$ cat src/rtl/rv_pkg.sv
// Shared definitions for the multi-cycle RV32I/E core:
// opcode, funct3/funct7 and EBREAK encodings, plus the FSM state type.
package rv_pkg;

   localparam logic [6:0] OP_IMM    = 7'h13;
   localparam logic [6:0] OP_REG    = 7'h33;
   localparam logic [6:0] OP_LUI    = 7'h37;
   localparam logic [6:0] OP_AUIPC  = 7'h17;
   localparam logic [6:0] OP_JAL    = 7'h6F;
   localparam logic [6:0] OP_JALR   = 7'h67;
   localparam logic [6:0] OP_SYSTEM = 7'h73;

   localparam logic [2:0] F3_ADD = 3'b000;
   localparam logic [6:0] F7_ADD = 7'h00;
   localparam logic [6:0] F7_SUB = 7'h20;

   localparam logic [31:0] EBREAK_INSN = 32'h0010_0073;

   typedef enum logic [1:0] {
      RESET,
      FETCH,
      EXEC,
      HALT
   } state_t;

endpackage

$ cat src/rtl/rv_regfile.sv
// NREG x XLEN register file: two combinational read ports, one write port.
// Ports: clk; raddr1/raddr2 -> rdata1/rdata2; we/waddr/wdata. x0 reads 0.
module rv_regfile #(
   parameter int XLEN = 32,
   parameter int NREG = 32,
   localparam int AW = $clog2(NREG)
) (
   input  logic            clk,
   input  logic [AW-1:0]   raddr1,
   input  logic [AW-1:0]   raddr2,
   output logic [XLEN-1:0] rdata1,
   output logic [XLEN-1:0] rdata2,
   input  logic            we,
   input  logic [AW-1:0]   waddr,
   input  logic [XLEN-1:0] wdata
);

   logic [XLEN-1:0] mem [NREG];

   always_ff @(posedge clk) begin
      if (we && waddr != '0)
         mem[waddr] <= wdata;
   end

   assign rdata1 = (raddr1 == '0) ? '0 : mem[raddr1];
   assign rdata2 = (raddr2 == '0) ? '0 : mem[raddr2];

endmodule

$ cat src/rtl/rv_multicycle_core.sv
// Multi-cycle RV32I/RV32E subset core: FETCH/EXEC FSM, decode, ALU, commit trace.
// Ports: clk, rst (async low); imem_req/addr/rdata/valid; pc; commit_*; halted, error.
module rv_multicycle_core
   import rv_pkg::*;
#(
   parameter int              XLEN     = 32,
   parameter int              NREG     = 32,
   parameter logic [XLEN-1:0] RESET_PC = 32'h8000_0000
) (
   input  logic            clk,
   input  logic            rst,
   output logic            imem_req,
   output logic [XLEN-1:0] imem_addr,
   input  logic [31:0]     imem_rdata,
   input  logic            imem_valid,
   output logic [XLEN-1:0] pc,
   output logic            commit_valid,
   output logic [XLEN-1:0] commit_pc,
   output logic [4:0]      commit_rd,
   output logic [XLEN-1:0] commit_data,
   output logic            halted,
   output logic            error
);

   localparam int AW = $clog2(NREG);

   state_t state, state_nx;
   logic [31:0] ir;

   logic [6:0] opc;
   logic [4:0] rd;
   logic [4:0] rs1;
   logic [4:0] rs2;
   logic [2:0] f3;
   logic [6:0] f7;

   assign opc = ir[6:0];
   assign rd  = ir[11:7];
   assign f3  = ir[14:12];
   assign rs1 = ir[19:15];
   assign rs2 = ir[24:20];
   assign f7  = ir[31:25];

   logic [XLEN-1:0] imm_i;
   logic [XLEN-1:0] imm_u;
   logic [XLEN-1:0] imm_j;

   assign imm_i = {{(XLEN-12){ir[31]}}, ir[31:20]};
   assign imm_u = XLEN'({ir[31:12], 12'b0});
   assign imm_j = {{(XLEN-20){ir[31]}}, ir[19:12], ir[20], ir[30:21], 1'b0};

   logic [XLEN-1:0] src1;
   logic [XLEN-1:0] src2;
   logic [XLEN-1:0] pc_plus4;
   logic [XLEN-1:0] result;
   logic [XLEN-1:0] target;

   logic legal;
   logic use_rs1;
   logic use_rs2;
   logic use_rd;
   logic is_jump;
   logic is_ebreak;
   logic bad_reg;
   logic misalign;
   logic fault;
   logic wr_en;

   assign pc_plus4 = pc + XLEN'(4);

   rv_regfile #(
      .XLEN (XLEN),
      .NREG (NREG)
   ) u_rf (
      .clk    (clk),
      .raddr1 (rs1[AW-1:0]),
      .raddr2 (rs2[AW-1:0]),
      .rdata1 (src1),
      .rdata2 (src2),
      .we     (wr_en),
      .waddr  (rd[AW-1:0]),
      .wdata  (result)
   );

   always_comb begin
      legal     = 1'b0;
      use_rs1   = 1'b0;
      use_rs2   = 1'b0;
      use_rd    = 1'b0;
      is_jump   = 1'b0;
      is_ebreak = 1'b0;
      result    = '0;
      target    = pc_plus4;
      unique case (1'b1)
         (opc == OP_IMM && f3 == F3_ADD): begin
            legal   = 1'b1;
            use_rs1 = 1'b1;
            use_rd  = 1'b1;
            result  = src1 + imm_i;
         end
         (opc == OP_REG && f3 == F3_ADD && f7 == F7_ADD): begin
            legal   = 1'b1;
            use_rs1 = 1'b1;
            use_rs2 = 1'b1;
            use_rd  = 1'b1;
            result  = src1 + src2;
         end
         (opc == OP_REG && f3 == F3_ADD && f7 == F7_SUB): begin
            legal   = 1'b1;
            use_rs1 = 1'b1;
            use_rs2 = 1'b1;
            use_rd  = 1'b1;
            result  = src1 - src2;
         end
         (opc == OP_LUI): begin
            legal  = 1'b1;
            use_rd = 1'b1;
            result = imm_u;
         end
         (opc == OP_AUIPC): begin
            legal  = 1'b1;
            use_rd = 1'b1;
            result = pc + imm_u;
         end
         (opc == OP_JAL): begin
            legal   = 1'b1;
            use_rd  = 1'b1;
            is_jump = 1'b1;
            result  = pc_plus4;
            target  = pc + imm_j;
         end
         (opc == OP_JALR && f3 == F3_ADD): begin
            legal   = 1'b1;
            use_rs1 = 1'b1;
            use_rd  = 1'b1;
            is_jump = 1'b1;
            result  = pc_plus4;
            target  = (src1 + imm_i) & ~XLEN'(1);
         end
         (opc == OP_SYSTEM && ir == EBREAK_INSN): begin
            legal     = 1'b1;
            is_ebreak = 1'b1;
         end
         default: ;
      endcase
   end

   // RV32E: any referenced register outside the implemented file is a fault.
   assign bad_reg = (use_rs1 && int'(rs1) >= NREG)
                 || (use_rs2 && int'(rs2) >= NREG)
                 || (use_rd  && int'(rd)  >= NREG);

   assign misalign = is_jump && target[1];
   assign fault    = !legal || bad_reg || misalign;
   assign wr_en    = (state == EXEC) && !fault && use_rd && (rd != 5'd0);

   always_ff @(posedge clk or negedge rst) begin
      if (!rst)
         state <= RESET;
      else
         state <= state_nx;
   end

   always_comb begin
      state_nx = state;
      unique case (state)
         RESET: state_nx = FETCH;
         FETCH: if (imem_valid) state_nx = EXEC;
         EXEC:  state_nx = (fault || is_ebreak) ? HALT : FETCH;
         HALT:  state_nx = HALT;
         default: state_nx = RESET;
      endcase
   end

   always_comb begin
      imem_req  = (state == FETCH);
      halted    = (state == HALT);
      imem_addr = imem_req ? pc : '0;
   end

   always_ff @(posedge clk or negedge rst) begin
      if (!rst) begin
         pc           <= RESET_PC;
         ir           <= '0;
         commit_valid <= 1'b0;
         commit_pc    <= '0;
         commit_rd    <= '0;
         commit_data  <= '0;
         error        <= 1'b0;
      end else begin
         commit_valid <= 1'b0;
         if (state == FETCH && imem_valid)
            ir <= imem_rdata;
         if (state == EXEC) begin
            if (fault) begin
               error <= 1'b1;
            end else begin
               pc           <= target;
               commit_valid <= 1'b1;
               commit_pc    <= pc;
               commit_rd    <= wr_en ? rd : 5'd0;
               commit_data  <= wr_en ? result : '0;
            end
         end
      end
   end

endmodule

$ cat config.mk
export PLATFORM = sky130hd
export DESIGN_NAME = rv_multicycle_core
export DESIGN_NICKNAME = d
export VERILOG_FILES = /design/src/rtl/rv_pkg.sv /design/src/rtl/rv_regfile.sv /design/src/rtl/rv_multicycle_core.sv
export SDC_FILE = /design/constraint.sdc
export NUM_CORES = 2
export LEC_CHECK = 0
export BUFFER_PORTS_ARGS = -buffer_cell sky130_fd_sc_hd__buf_2
export CORE_MARGIN = 3
export CORE_UTILIZATION = 60
export CTS_BUF_LIST = sky130_fd_sc_hd__clkbuf_8 sky130_fd_sc_hd__clkbuf_16
export DETAILED_ROUTE_END_ITERATION = 8
export GPL_ROUTABILITY_DRIVEN = 1
export PLACE_DENSITY = 0.77
export SLEW_MARGIN = 20
export SYNTH_ARGS = -nofsm -noshare
export SYNTH_HDL_FRONTEND = slang
export SYNTH_HIERARCHICAL = 1
export SYNTH_SLANG_ARGS = --single-unit
export TNS_END_PERCENT = 30
$ cat constraint.sdc
create_clock -name clk -period 18.1 [get_ports clk]
set_clock_uncertainty 0.1 [all_clocks]
set_input_delay 0 -clock clk [delete_from_list [all_inputs] [get_ports clk]]
set_output_delay 0 -clock clk [all_outputs]
set_load 0.01 [all_outputs]
==> results.toml <==
[run_status]
run_status = "finished, final reports clean"

[critical_path]
timing.critical_path.max_delay_family = "simple AND/OR/NAND/NOR gates"
r2r_worst_path_depth = 23
path_type_of_the_worst_setup_path = "reg2reg"
r2r_slack_ns = 9.13
timing.critical_path.from_type = "flop"
worst_r2r_startpoint = "ir[20]"
cp.buffers_inverters = 4
largest_stage_delay_worst_path_ns = 0.97
worst_ep_arrival_time_ns = 9.32
critical_path.reg2reg.endpoint = "u_rf/mem[11][30]"
setup.worst_path.end_class = "flop"
slowest_stage = "dfrtp_4"
cp_max_fo = 85
critical_path.cell_chain = "buf_4, buf_4, buf_12, mux4_1, mux2_2, a221oi_2, a211oi_1, or4_4, nor4_4, nor3b_1, nand2b_1, nor4_1, a21oi_1, xnor2_1, ha_1, a21o_1, a21oi_1, o21ai_0, nand3_1, o21ai_0, a211oi_1, nand3b_1, buf_6"
cp.required_ns = 18.45

[timing]
min_period_ns = 8.97
clock.fmax_mhz = 112
grt_setup_unrepaired = "no"
setup_ws_ns = 9.13
final-max-slew-violation-count = 0
least_margin_pin_slew_ns = 1.22
finalSetupViolCount = 0
finalHoldViolations = 0
final.setup.tns_ns = 0
post-route-period-util_pct = 49.5
slew_headroom_pct = 18.2

[detailed_routing]
first_drt_iteration_drcs = 6349
detail_route.first_pass.iterations = 8
drtAntennaViolNets = 0
post_drt_wl_per_cell_um = 34.0
vias_per_cell = 7.40
wl_um = 200000
vias = 43469
drc = 0

[layout]
fillerInstances = 6656
syn_to_final_growth_pct = 11.6
multi_input_comb_area_mm2 = 0.0260
final_cells = 5875
postLayoutCellArea_mm2 = 0.0683
fin_nets = 4564
regArea_mm2 = 0.0342
drive_above_1_share_pct = 22.3

[floorplanning]
placeableCoreArea_mm2 = 0.101
row_count = 116
dieArea_mm2 = 0.106
io_pins = 172
die_w_um = 325
start_util_pct = 60.9
chipHeight_um = 325

[synthesis]
post-synth-top-area-fraction_pct = 50.2
number_of_enable_type_register_cells_in_the_synthesized_netlist = 1024
sequential_element_share_of_the_synthesized_area_pct = 55.8
synth.lib_cells_used.distinct = 95
synth.top_cells.by_count = "edfxtp_1, mux2i_1, mux4_2"
synth_seq_cells = 1159
yosys_most_used_dff = "edfxtp_1"
post_synth_inst_count = 4215
postSynth.asyncResetShare_pct = 11.6
synthesis.yosys.warnings = 6
yosysMostFrequentCell = "edfxtp_1"
mappedNetlistArea_mm2 = 0.0612
yosys.area.top_type = "edfxtp_1"
syn_avg_cell_area_um2 = 14.5
synth_top_area_cells = "edfxtp_1, mux4_2, dfrtp_1"

[hold_path]
hold-path-endpoint = "ir[23]"
startpoint_of_the_tightest_hold_check_path = "imem_rdata[23]"
number_of_stages_on_the_worst_hold_path = 3
worstHoldPathType = "in2reg"

[global_route]
antenna_found_initial = 2
first_global_vias = 42367
grt_max_degree = 93
gr-total-overflow = 0
grt_pass1_wl_um = 287000
global_route.usage.total_pct = 37.1

[placement]
dp.cells = 5593
placed_cell_area_mm2 = 0.0638
preCtsSetupSlack_ns = 8.83
port_buffers = 168
hpwlAfterDp_um = 116000
globalplace.congestion = 0.954

[cts]
tritoncts = "done"
cts_num_sinks = 1159
clock_tree.buffer_depth = 3
clock_latency_on_the_worst_skew_pair_ns = 0.73
cts-buffers-inserted = 115
clk_transition_reported_paths_ns = 0.07
htreeDepth = 3
root_buffer = "clkbuf_16"

[flow_run]
maxCapViolations = 0

[power_and_ir_drop]
total_leakage_power_nw = 21.1
cellPowerDensity_mw_per_mm2 = 101
worst_ir_drop_vdd_mv = 0.0899
## power by group
part	switching (W)	total (W)	internal (W)
Clock	0.00103	0.00237	0.00135
Sequential	0.0000536	0.00294	0.00289
Combinational	0.00101	0.00157	0.000559
## how the worst max path moves through the flow
| stage | start | end | cells after the start |
|---|---|---|---|
| after floorplan | ir[20] | u_rf/mem[0][26] | 23 |
| after detailed placement | ir[20] | u_rf/mem[14][30] | 22 |
| after global placement | ir[20] | u_rf/mem[10][30] | 22 |
| final | ir[20] | u_rf/mem[11][30] | 23 |
| after global routing | ir[20] | u_rf/mem[11][30] | 23 |
| after CTS | ir[20] | u_rf/mem[10][30] | 22 |
## sequential cells by signal, summed over array words and instances (netlist names)
signal / count
commit_valid: 1
commit_rd: 5
pc: 31
state: 2
commit_data: 32
error: 1
ir: 32
commit_pc: 31
u_rf/mem: 1024
## cell usage in the layout, fill, tap and decap left out, types with 27 or more instances in the layout
cell,instances
mux4_1,54
dlygate4sd3_1,65
a21oi_1,153
nand3_1,53
and3_1,27
xor2_1,59
a22o_1,34
buf_2,167
inv_1,55
a21o_1,53
nor3_1,32
conb_1,35
dfrtp_1,124
nor2_4,34
ha_1,105
o21ai_0,167
mux2i_1,327
nand4_1,51
xnor2_1,85
mux4_2,298
a211oi_1,81
edfxtp_1,1024
and2_1,35
a22oi_1,72
o221ai_1,72
clkbuf_16,118
buf_4,133
a221oi_1,52
nor2_1,108
nand2_1,295
mux2_2,96
nor2b_1,40
a311oi_1,29
## worst reg2reg max path, delay by kind of cell, from the launching register on
kind,cells,cell delay [ns]
compound gates,8,1.49
flops,1,0.97
fa+ha+maj,1,0.39
simple gates,7,2.33
xor+xnor,1,0.16
buf+inv,4,2.22
mux,2,1.01
## logic make-up after synthesis
group                      after synthesis  synth area share (%)
and+or+nand+nor                        770                  6.16
adders and majority gates              109                  2.28
DFF                                   1159                  55.8
xor gates and xnor gates               144                  2.06
other                                    2                0.0123
buffers and inverters                  348                  2.75
muxes                                  775                  20.4
AOI/OAI and AO/OA                      908                  10.6
## metal layers
layer	wire length, µm	global-route usage, %	up-vias
li1	-	-	17578
met1	69100	49.4	21526
met2	87700	55.5	3623
met3	30600	11.5	738
met4	12100	19.3	4
met5	20	0	-
## through the flow
step / power [W] / hold slack (ns) / util (%)
6_report: 0.00689 / 0.0297 / 67.9
3_5_place_dp: 0.00448 / -0.0157 / 63.4
5_1_grt: 0.00709 / 0.0513 / 67.9
2_1_floorplan: 0.00401 / -0.396 / -
3_3_place_gp: 0.00448 / -0.0205 / 63.4
4_1_cts: 0.00684 / 0.000636 / 67.8
## layout make-up
type / instances / share of cell area, %
clock buffers: 131 / 4.59
repair buffers: 370 / 3.77
diodes: 4 / 0.0147
clock inverters: 80 / 0.909
flip-flops and latches: 1159 / 50.0
inverters: 33 / 0.183
well taps: 1357 / 2.49
multi-input cells: 2741 / 38.0
## repair_timing
item                      4_1_cts  5_1_grt
gates resized for setup         0        0
hold endpoints to repair      101        0
hold buffers                   66        0
setup buffers                   0        0
Note: power is estimated with default switching activity, not from simulation.
